`src/rtl/node_pulse_gen_pkg.sv`:
```
// Shared types and default timing for the line-following node logic.
// The node counter and turn-decision logic import the same defaults.
package node_pulse_gen_pkg;

    localparam int unsigned DEBOUNCE_CYC_DEF = 16;
    localparam int unsigned PULSE_CYC_DEF    = 4;
    localparam int unsigned CLEAR_CYC_DEF    = 32;
    localparam int unsigned TOT_W_DEF        = 8;

    typedef enum logic [1:0] {
        ARMED = 2'd0,
        QUAL  = 2'd1,
        PULSE = 2'd2,
        HOLD  = 2'd3
    } node_state_t;

    // Bits needed to hold the values 0..max_val.
    function automatic int unsigned cnt_width(input int unsigned max_val);
        return (max_val < 1) ? 1 : $clog2(max_val + 1);
    endfunction

endpackage

```
`src/rtl/node_pulse_gen_if.sv`:
```
// Sensor/enable inputs and node strobe outputs of node_pulse_gen.
// The slave modport is the pulse generator, the master side drives it.
interface node_pulse_gen_if
    import node_pulse_gen_pkg::*;
#(
    parameter int unsigned TOT_W = TOT_W_DEF
);

    logic             en;
    logic             sensor_l;
    logic             sensor_c;
    logic             sensor_r;
    logic             node_clk;
    logic [TOT_W-1:0] node_total;
    logic             busy;

    modport master (
        output en, sensor_l, sensor_c, sensor_r,
        input  node_clk, node_total, busy
    );

    modport slave (
        input  en, sensor_l, sensor_c, sensor_r,
        output node_clk, node_total, busy
    );

endinterface

```
`src/rtl/node_pulse_gen_sync_2ff.sv`:
```
// Two-flop synchronizer for one asynchronous sensor bit.
module sync_2ff (
    input  logic clk,
    input  logic rst_n,
    input  logic d,
    output logic q
);

    logic meta;

    always_ff @(posedge clk or negedge rst_n) begin
        if (!rst_n) begin
            meta <= 1'b0;
            q    <= 1'b0;
        end else begin
            meta <= d;
            q    <= meta;
        end
    end

endmodule

```
`src/rtl/node_pulse_gen.sv`:
```
// Debounced node detector: one fixed-width node_clk pulse per physical
// node, re-armed only after the sensors have cleanly left the node.
module node_pulse_gen
    import node_pulse_gen_pkg::*;
#(
    parameter int unsigned DEBOUNCE_CYC = DEBOUNCE_CYC_DEF,
    parameter int unsigned PULSE_CYC    = PULSE_CYC_DEF,
    parameter int unsigned CLEAR_CYC    = CLEAR_CYC_DEF,
    parameter int unsigned TOT_W        = TOT_W_DEF
) (
    input logic             clk_50M,
    input logic             rst_n,
    node_pulse_gen_if.slave bus
);

    localparam int unsigned QW = cnt_width(DEBOUNCE_CYC);
    localparam int unsigned PW = cnt_width(PULSE_CYC);
    localparam int unsigned CW = cnt_width(CLEAR_CYC);

    localparam logic [QW-1:0] QUAL_LAST  = QW'(DEBOUNCE_CYC - 1);
    localparam logic [PW-1:0] PULSE_LAST = PW'(PULSE_CYC - 1);
    localparam logic [CW-1:0] CLEAR_LAST = CW'(CLEAR_CYC - 1);

    logic sync_l;
    logic sync_c;
    logic sync_r;
    logic node_cond;

    node_state_t state;
    node_state_t state_n;
    logic [QW-1:0] qual_cnt;
    logic [QW-1:0] qual_n;
    logic [PW-1:0] pulse_cnt;
    logic [PW-1:0] pulse_n;
    logic [CW-1:0] clr_cnt;
    logic [CW-1:0] clr_n;

    logic             node_clk_q;
    logic             busy_q;
    logic [TOT_W-1:0] total_q;

    sync_2ff u_sync_l (.clk(clk_50M), .rst_n(rst_n), .d(bus.sensor_l), .q(sync_l));
    sync_2ff u_sync_c (.clk(clk_50M), .rst_n(rst_n), .d(bus.sensor_c), .q(sync_c));
    sync_2ff u_sync_r (.clk(clk_50M), .rst_n(rst_n), .d(bus.sensor_r), .q(sync_r));

    assign node_cond = sync_l & sync_c & sync_r;

    // Counters compare against N-1 before incrementing, so the transition
    // lands on the edge that samples the N-th qualifying input.
    always_comb begin
        state_n = state;
        qual_n  = qual_cnt;
        pulse_n = pulse_cnt;
        clr_n   = clr_cnt;
        unique case (state)
            ARMED: begin
                qual_n = '0;
                if (bus.en && node_cond) begin
                    if (DEBOUNCE_CYC == 1) begin
                        state_n = PULSE;
                    end else begin
                        state_n = QUAL;
                        qual_n  = QW'(1);
                    end
                end
            end
            QUAL: begin
                if (!node_cond || !bus.en) begin
                    state_n = ARMED;
                    qual_n  = '0;
                end else if (qual_cnt == QUAL_LAST) begin
                    state_n = PULSE;
                    qual_n  = '0;
                end else begin
                    qual_n = qual_cnt + QW'(1);
                end
            end
            PULSE: begin
                if (pulse_cnt == PULSE_LAST) begin
                    state_n = HOLD;
                    pulse_n = '0;
                    clr_n   = '0;
                end else begin
                    pulse_n = pulse_cnt + PW'(1);
                end
            end
            HOLD: begin
                if (node_cond) begin
                    clr_n = '0;
                end else if (clr_cnt == CLEAR_LAST) begin
                    state_n = ARMED;
                    clr_n   = '0;
                end else begin
                    clr_n = clr_cnt + CW'(1);
                end
            end
            default: state_n = ARMED;
        endcase
    end

    always_ff @(posedge clk_50M or negedge rst_n) begin
        if (!rst_n) begin
            state      <= ARMED;
            qual_cnt   <= '0;
            pulse_cnt  <= '0;
            clr_cnt    <= '0;
            node_clk_q <= 1'b0;
            busy_q     <= 1'b0;
            total_q    <= '0;
        end else begin
            state      <= state_n;
            qual_cnt   <= qual_n;
            pulse_cnt  <= pulse_n;
            clr_cnt    <= clr_n;
            node_clk_q <= (state_n == PULSE);
            busy_q     <= (state_n != ARMED);
            if (state != PULSE && state_n == PULSE && total_q != '1) begin
                total_q <= total_q + TOT_W'(1);
            end
        end
    end

    assign bus.node_clk   = node_clk_q;
    assign bus.busy       = busy_q;
    assign bus.node_total = total_q;

endmodule

```
`src/flat_wrapper.sv`:
```
// flat-port wrapper written by rule: the top's interface ports become plain ports
module node_pulse_gen_flat import node_pulse_gen_pkg::*;
#(
    parameter int unsigned DEBOUNCE_CYC = DEBOUNCE_CYC_DEF,
    parameter int unsigned PULSE_CYC    = PULSE_CYC_DEF,
    parameter int unsigned CLEAR_CYC    = CLEAR_CYC_DEF,
    parameter int unsigned TOT_W        = TOT_W_DEF
)
  (clk_50M, rst_n, bus_en, bus_sensor_l, bus_sensor_c, bus_sensor_r, bus_node_clk, bus_node_total, bus_busy);
  node_pulse_gen_if #(.TOT_W(TOT_W)) bus_i ();
  input logic clk_50M;
  input logic rst_n;
  input wire logic [$bits(bus_i.en)-1:0] bus_en;
  input wire logic [$bits(bus_i.sensor_l)-1:0] bus_sensor_l;
  input wire logic [$bits(bus_i.sensor_c)-1:0] bus_sensor_c;
  input wire logic [$bits(bus_i.sensor_r)-1:0] bus_sensor_r;
  output wire logic [$bits(bus_i.node_clk)-1:0] bus_node_clk;
  output wire logic [$bits(bus_i.node_total)-1:0] bus_node_total;
  output wire logic [$bits(bus_i.busy)-1:0] bus_busy;
  assign bus_i.en = bus_en;
  assign bus_i.sensor_l = bus_sensor_l;
  assign bus_i.sensor_c = bus_sensor_c;
  assign bus_i.sensor_r = bus_sensor_r;
  assign bus_node_clk = bus_i.node_clk;
  assign bus_node_total = bus_i.node_total;
  assign bus_busy = bus_i.busy;
  node_pulse_gen #(.DEBOUNCE_CYC(DEBOUNCE_CYC), .PULSE_CYC(PULSE_CYC), .CLEAR_CYC(CLEAR_CYC), .TOT_W(TOT_W)) u_core (.clk_50M(clk_50M), .rst_n(rst_n), .bus(bus_i));
endmodule
```
`config.mk`:
```
export PLATFORM = sky130hd
export DESIGN_NAME = node_pulse_gen_flat
export DESIGN_NICKNAME = d
export VERILOG_FILES = /design/src/rtl/node_pulse_gen_pkg.sv /design/src/rtl/node_pulse_gen_if.sv /design/src/rtl/node_pulse_gen_sync_2ff.sv /design/src/rtl/node_pulse_gen.sv /design/src/flat_wrapper.sv
export SDC_FILE = /design/constraint.sdc
export NUM_CORES = 1
export LEC_CHECK = 0
export CAP_MARGIN = 20
export CORE_ASPECT_RATIO = 0.75
export CORE_MARGIN = 3
export CORE_UTILIZATION = 54
export DETAILED_ROUTE_END_ITERATION = 8
export PLACE_DENSITY_LB_ADDON = 0.08
export SLEW_MARGIN = 15
export SYNTH_ARGS = -nofsm -noshare
export SYNTH_HDL_FRONTEND = slang
export SYNTH_HIERARCHICAL = 1
export SYNTH_SLANG_ARGS = --single-unit
```
`constraint.sdc`:
```
create_clock -name clk_50M -period 2.6 [get_ports clk_50M]
set_clock_uncertainty 0.2 [all_clocks]
set_input_delay 0.52 -clock clk_50M [delete_from_list [all_inputs] [get_ports clk_50M]]
set_output_delay 0.52 -clock clk_50M [all_outputs]
set_load 0.02 [all_outputs]
```
==> results.md, run 1 <==
- Outcome: completed
- Commonest cells post-synth: 32 x dfrtp_1, 11 x nand2_1, 11 x o21ai_0, 9 x nor2_1, 8 x nand3_1
- Initial antenna violation count: 0
- CTS Sinks: 32
- Worst R2R Start: u_core/clr_cnt[0]$_DFFE_PN0P_
- Post-synth top area share: between 50% and 60%
- Antenna Nets Post-Route: 0
- CTS H-tree depth: 2
- Worst hold-check path type: register to register
- Synth area leader: dfrtp_1
- Warnings, synthesis: 6
- Most common cell in the synthesized netlist: dfrtp_1
- Final Hold Fails: 0
- DRC violations left: 0
- Cts hold-fix bufs: 0
- Post_cts resized: 0
- Detailed Place HPWL: 1910 um
- Peak VDD IR: 0.000330 V
- Crit path required time: between 2000 and 3000 ps
- Layout cells sized above 1: ~14%
- Post-Syn Nets: between 100 and 150
- Top routing layer used: met4
- Syn avg cell area: about 11 um^2
- R2r setup slk: between 300 and 400 ps
- Die width: 66.3 um
- Routed vias: 1,055
- Routability cong.: between 0.8 and 0.9
- Setup TNS: 0 ps
- Sequential fraction of design power: roughly 62%
- Arr. time, crit path: roughly 2300 ps
- Final WL: roughly 2600 um
- Worst path max stage delay: roughly 400 ps
- Initial Util: around three fifths
- Worst Setup End Kind: register
- P_leak: 0.809 nW
- Layout area overhead: 17.2%
- Vias in the first global route: between 1,000 and 1,500
- FMAX: approximately 440 MHz
- Library cells used by synthesis: 39
- Crit path max-delay family: simple AND/OR/NAND/NOR gates
- Sequential area share after synthesis: ~54%
- Switching share of power: 21.0%
- Pre-antenna DRT Iters: 4
- Nets: around 160
- PD cells: 475 nW/um^2
- Met2 routed WL: between 1000 and 1500 um
- Logic pwr share: 3.3%
- Total global routing overflow: 0
- Clock root buffer: clkbuf_4
- Post-layout min period: 2250 ps
- Net switching power figure: about 0.17 mW
- Place WS: ~350 ps
- Via density: 5.58
- Worst Tran Pin Value: ~530 ps
- Cell Area, Synth: 1470 um^2
- Antenna Cells: 0
- Num CTS Buffers: 5
- Final period util: 86.6%
- Die height: between 50 and 60 um
- Pin count of the biggest net entering global routing: 33
- Int Power: between 0.6 and 0.7 mW
- Post-CTS setup repair buffer count: 0
- Crit path kind: register to register
- Yosys reg bits: 32
- Pins Over Slew Limit: 0
- Async SR Flop Fraction: 100%
- Min-Delay Path Depth: 0
- Crit Reg-Reg Endpoint: u_core/bus.node_total[7]$_DFFE_PN0P_
- WL/cell: roughly 14 um
- Reg2Reg Depth: 7
- Top cells by area, synth: dfrtp_1 54%, o21ai_0 3.7%, xor2_1 3.6%
- Hold Path Origin: u_core/u_sync_l/meta$_DFF_PN0_
- PortBufs: 15
- Slowest library cell on the worst path: dfrtp_1
- Clk Latency, worst-skew pair: ~320 ps
- Final setup violating endpoints: 0
- Worst hold endpoint: u_core/u_sync_l/q$_DFF_PN0_
- Worst Hold Slack: roughly 150 ps
- M1 WL: 1290 um
- RSZ-0062 raised after global routing: false
- Iteration-0 DRC Markers: 106
- Layout fillers: roughly 190
- Full die area: about 3400 um^2
- Crit-path cells: ha_1 -> nand3_4 -> nor4b_4 -> o32ai_2 -> buf_4 -> nor4_1 -> xor2_1
- Post-Synthesis Cells: ~130
- Clock Power Share: between 30% and 40%
- Routed wl met3: between 100 and 150 um
- Num rows: 15
- Bufs and invs on worst path: 1
- Number of synthesized flops with an enable pin: 0
- I/O pin cnt: 16
- MaxCap Viol Count: 0
- Crit start category: register
- Core Region: roughly 2400 um^2
- Clk slew on worst S/H paths: 90 ps
- CTS tree: done
- First-pass GRT wire length: ~4700 um
- Clock Path Buffers: 2
- Critical path peak fanout: 7
- Setup ws final: approximately 350 ps
- GRT Util Overall: between 10% and 20%
- Most used DFF post-synth: dfrtp_1
- Final core occ: a little over two thirds
- Slew margin rel.: roughly 65%
-- state kept, by name, summed over array words and instances (netlist names) --
| signal | count |
|---|---|
| u_core/bus.busy | 1 |
| u_core/bus.node_clk | 1 |
| u_core/bus.node_total | 8 |
| u_core/clr_cnt | 6 |
| u_core/pulse_cnt | 3 |
| u_core/qual_cnt | 5 |
| u_core/state | 2 |
| u_core/u_sync_c/meta | 1 |
| u_core/u_sync_c/q | 1 |
| u_core/u_sync_l/meta | 1 |
| u_core/u_sync_l/q | 1 |
| u_core/u_sync_r/meta | 1 |
| u_core/u_sync_r/q | 1 |
-- metrics by stage --
step           instances  power [mW]  instance area [um^2]
5_1_grt              189       0.867                  1730
4_1_cts              189       0.833                  1730
2_1_floorplan        133       0.522                  1470
3_5_place_dp         181       0.544                  1670
6_report             189       0.820                  1730
3_3_place_gp         181       0.543                  1670
-- layer usage --
| metal | vias up | track usage [%] |
|---|---|---|
| li1 | 523 | - |
| met1 | 504 | 24.9 |
| met5 | - | 0 |
| met4 | 0 | 10.1 |
| met2 | 24 | 27.8 |
| met3 | 4 | 6.37 |
-- worst max path at each step --
stage,cells after the start,to,start
after floorplan,6,u_core/bus.node_total[1]$_DFFE_PN0P_,u_core/clr_cnt[0]$_DFFE_PN0P_
after global placement,5,u_core/bus.node_total[1]$_DFFE_PN0P_,bus_en
after detailed placement,5,u_core/bus.node_total[1]$_DFFE_PN0P_,bus_en
after CTS,7,u_core/bus.node_total[7]$_DFFE_PN0P_,u_core/clr_cnt[0]$_DFFE_PN0P_
after global routing,7,u_core/bus.node_total[7]$_DFFE_PN0P_,u_core/clr_cnt[0]$_DFFE_PN0P_
final,7,u_core/bus.node_total[7]$_DFFE_PN0P_,u_core/clr_cnt[0]$_DFFE_PN0P_
-- worst reg2reg max path, stage by stage (launching register included) --
cell     delay [ps]
dfrtp_1         390
ha_1            250
nand3_4         140
nor4b_4         330
o32ai_2         140
buf_4           190
nor4_1          360
xor2_1          180
-- cells by family after synthesis --
| group | count (synthesis) | share of synthesized area (%) |
|---|---|---|
| AOI/OAI and AO/OA | 28 | 13.1 |
| xor gates and xnor gates | 7 | 4.16 |
| adders and majority gates | 4 | 3.40 |
| buffers and inverters | 5 | 1.36 |
| DFF | 32 | 54.3 |
| muxes | 3 | 2.55 |
| and+or+nand+nor | 54 | 21.1 |
-- power by group through the flow --
stage,clock (mW),combinational [mW],sequential [mW]
after detailed placement,0,0.0277,0.516
after floorplan,0,0.00683,0.515
after global routing,0.330,0.0302,0.508
after global placement,0,0.0270,0.516
after CTS,0.299,0.0278,0.507
final,0.287,0.0269,0.507
-- layout make-up --
class	count	area, um^2	share of cell area [%]
Tap cell	34	42.5	2.46
Inverter	2	7.51	0.434
Sequential cell	32	801	46.3
Clock buffer	8	58.8	3.40
Multi-Input combinational cell	96	653	37.8
Timing Repair Buffer	17	165	9.56
-- placed cells by master, fill, tap and decap left out, types with 2 or more instances in the layout --
| cell type | netlist | routed |
|---|---|---|
| a21oi_1 | 2 | 2 |
| nand2_1 | 11 | 11 |
| and3_1 | 2 | 2 |
| and3_2 | 2 | 2 |
| clkdlybuf4s50_1 | 0 | 15 |
| buf_4 | 0 | 2 |
| xor2_1 | 6 | 6 |
| nor4_1 | 2 | 2 |
| nand3_1 | 8 | 8 |
| o31ai_1 | 2 | 2 |
| dfrtp_1 | 32 | 32 |
| nand2b_1 | 2 | 2 |
| ha_1 | 4 | 4 |
| nor3_1 | 6 | 6 |
| nor2_1 | 9 | 9 |
| o21ai_2 | 2 | 2 |
| clkbuf_1 | 2 | 2 |
| mux2_2 | 2 | 2 |
| nor2b_1 | 3 | 3 |
| o21ai_0 | 11 | 11 |
| or2_2 | 2 | 2 |
| a31oi_1 | 3 | 3 |
| clkbuf_4 | 0 | 5 |
| inv_1 | 2 | 2 |
Power figures use the tool's default switching activity.
==> inputs of run 2 (changes only) <==
- ABC_AREA: not set -> 1
- CORE_UTILIZATION: 54 -> 55
==> run 2 against run 1 <==
Critical path depth fell by 6. Largest cell class unchanged. Die area rose by 1.5%. Global-route usage rose by 3.6 points. First-iteration DRC count fell by 31%. Largest power group unchanged. Clock-buffer cell count did not move.
==> results.md, run 2 <==
- Tot Pwr: 0.910 mW (+11%)
- Vias in the first global route: 1,227 (+20%)
- Clock root buffer: clkbuf_8
- Worst hold-check path type: register to register
- Crit start category: register
- Clk slew on worst S/H paths: 60 ps (-30 ps)
- Sequential fraction of design power: 55.7% (-6.1 points)
- Warnings, synthesis: 6 (unchanged)
- Post-synth top area share: 52.5% (-1.9 points)
- Crit path kind: register to output pin
- Max reg flops: 8 (unchanged)
- Pin count of the biggest net entering global routing: 33 (unchanged)
- Arr. time, crit path: 1350 ps (-960 ps)
- Total global routing overflow: 0 (unchanged)
- Top cells by area, synth: dfrtp_1 52%, nand2_1 13%, inv_1 5.2%
- Peak VDD IR: 0.000375 V (+14%)
- Int Power: 0.729 mW (+13%)
- Post-CTS setup repair buffer count: 0 (unchanged)
- Worst Tran Pin Value: 385 ps (-144 ps)
- Via density: 5.29 (-5.2%)
- MaxCap Viol Count: 0 (unchanged)
- DRC violations left: 0 (unchanged)
- Pins Over Slew Limit: 0 (unchanged)
- Leading cell type in the layout, fill and taps excluded: nand2_1
- Clk Latency, worst-skew pair: 280 ps (-40 ps)
- Routed vias: 1,249 (+18%)
- Net switching power figure: 0.181 mW (+5.1%)
- Sequential Area: 801 um^2 (unchanged)
- Initial antenna violation count: 0 (unchanged)
- Setup TNS: 0 ps (unchanged)
- Num rows: 15 (unchanged)
- Worst Hold Slack: 148 ps (+1.55 ps)
- Final WL: 3180 um (+20%)
- Nets: 211 (+29%)
- Pre-antenna DRT Iters: 4 (unchanged)
- Iteration-0 DRC Markers: 73 (-31%)
- Crit-path cells: clkdlybuf4s50_1
- Layout fillers: 187 (+0.54%)
- Synth area leader: dfrtp_1
- CTS tree: done
- Post-layout min period: 2070 ps (-177 ps)
- Antenna Cells: 0 (unchanged)
- Bufs and invs on worst path: 1 (unchanged)
- Yosys reg bits: 32 (unchanged)
- Logic pwr share: 2.6% (-0.7 points)
- R2r setup slk: 760 ps (+410 ps)
- WL/cell: 13.5 um (-3.7%)
- Die height: 51.6 um (+0.74%)
- Most used DFF post-synth: dfrtp_1
- Library cells used by synthesis: 21 (-46%)
- Commonest cells post-synth: 52 x nand2_1, 32 x dfrtp_1, 21 x inv_1, 16 x nor2_1, 13 x nand3_1
- Worst Setup End Kind: output pin
- Global routing's busiest layer: met2
- Full die area: 3450 um^2 (+1.5%)
- PortBufs: 15 (unchanged)
- Core Region: 2460 um^2 (+0.77%)
- Final Hold Fails: 0 (unchanged)
- M1 GR Usage: 26.2% (+1.4 points)
- Layout cells sized above 1: 9.41% (-4.8 points)
- Clock Power Share: 41.7% (+6.7 points)
- Clock Path Buffers: 2 (unchanged)
- Outcome: completed
- Critical path peak fanout: 5 (-2)
- Detailed Place HPWL: 2320 um (+22%)
- GRT met3 Usage: 6.91% (+0.54 points)
- Cts hold-fix bufs: 0 (unchanged)
- Most frequent cells in the layout: 52 x nand2_1, 32 x dfrtp_1, 21 x inv_1, 16 x nor2_1, 15 x clkdlybuf4s50_1
- PD cells: 501 nW/um^2 (+5.6%)
- Most common cell in the synthesized netlist: nand2_1
- Async SR Flop Fraction: 100% (unchanged)
- Worst path max stage delay: 640 ps (+250 ps)
- Number of synthesized flops with an enable pin: 0 (unchanged)
- Slew margin rel.: 74.4% (+9.6 points)
- CTS H-tree depth: 2 (unchanged)
- Antenna Nets Post-Route: 0 (unchanged)
- Area of the multi-input gates: 639 um^2 (-2.1%)
- Die width: 66.8 um (+0.76%)
- GRT Util Overall: 22.6% (+3.6 points)
- Initial Util: 62.1% (+1.7 points)
- Final period util: 79.8% (-6.8 points)
- Routability cong.: 0.835 (-0.87%)
- Post-Syn Nets: 188 (+31%)
- First-pass GRT wire length: 5540 um (+17%)
- Cell Area, Synth: 1530 um^2 (+3.6%)
- Post_cts resized: 0 (unchanged)
- Sequential area share after synthesis: 52.5% (-1.9 points)
- Slowest library cell on the worst path: clkdlybuf4s50_1
- RSZ-0062 raised after global routing: false
- Syn avg cell area: 8.58 um^2 (-23%)
- Layout area overhead: 19.0%
- Final setup violating endpoints: 0 (unchanged)
- I/O pin cnt: 16 (unchanged)
- Final core occ: 73.9% (+3.1 points)
- Post-Synthesis Cells: 178 (+34%)
- Switching share of power: 19.9% (-1.1 points)
- Crit path max-delay family: buffers and inverters
- Met2 usage: 36.7% (+8.8 points)
- FMAX: 482 MHz (+8.6%)
- CTS Sinks: 32 (unchanged)
- Num CTS Buffers: 5 (unchanged)
- P_leak: 0.994 nW (+23%)
- Crit path required time: 1880 ps (-780 ps)
[run 2: cell types whose count changed after synthesis, sizes merged, moves of 3 or more]
cell	change
mux2	-3
nand2	+45
a21oi	+6
a31oi	-3
nand4	+4
or2	-3
nor2b	-3
inv	+21
nand3	+4
and3	-4
o21ai	-6
nor3	-5
nor2	+11
[run 2: per-layer routing]
layer | up-vias | part of all wire, %
met1 | 580 | 41
met3 | 11 | 7.0
li1 | 607 | -
met4 | 0 | 2.6
met2 | 51 | 49
met5 | - | 0
[run 2: final timing paths]
check | from | depth (start not counted) | end
min reg2reg | u_core/u_sync_c/meta$_DFF_PN0_ | 0 | u_core/u_sync_c/q$_DFF_PN0_
min in group asynchronous | rst_n | 2 | u_core/clr_cnt[3]$_DFFE_PN0P_
max in group asynchronous | rst_n | 2 | u_core/qual_cnt[3]$_DFFE_PN0P_
max reg2reg | u_core/clr_cnt[0]$_DFFE_PN0P_ | 8 | u_core/bus.busy$_DFF_PN0_
max | u_core/bus.node_total[3]$_DFFE_PN0P_ | 1 | bus_node_total[3]
min | u_core/u_sync_c/meta$_DFF_PN0_ | 0 | u_core/u_sync_c/q$_DFF_PN0_
[run 2: layout make-up]
class	instances	share of cell area (%)
inverter	23	4.75
sequential	32	44.1
timing repair buffer	16	8.68
clock buffer	8	4.96
tap	34	2.34
multi-input combinational	123	35.2
[run 2: cell families (layout without fill, tap and decap cells)]
family | Yosys count | in the layout | synth area share (%)
flops | 32 | 32 | 52.5
compound gates | 17 | 17 | 6.48
fa+ha+maj | 4 | 4 | 3.28
simple gates | 94 | 94 | 27.5
buf+inv | 23 | 47 | 5.66
xor+xnor | 8 | 8 | 4.59
[run 2: per-stage QoR]
stage               cells  cell area (um^2)  setup slack (ps)
global placement      228              1730               543
floorplan             178              1530              1070
global route          236              1820               454
detailed placement    228              1730               499
finish                236              1820               526
CTS                   236              1820               510
[run 2: power by group through the flow]
stage,Combinational [mW],Sequential (mW),Clock (mW)
6_report,0.0235,0.507,0.380
5_1_grt,0.0270,0.507,0.411
4_1_cts,0.0244,0.507,0.395
3_5_place_dp,0.0242,0.516,0
3_3_place_gp,0.0237,0.516,0
2_1_floorplan,0.00389,0.516,0
==> inputs of run 3 (changes only) <==
- clock period: 2.6 -> 2.2 ns (I/O delays scaled with it)
==> results of run 3 <==
Same layout as run 2 (identical final DEF). Status: completed.
Among the figures that moved: setup slack after placement 499 ps -> 179 ps; setup slack after layout 526 ps -> 206 ps; register-to-register setup slack 760 ps -> 360 ps; total power 0.910 mW -> 1.08 mW; worst IR drop on VDD 0.000375 V -> 0.000443 V
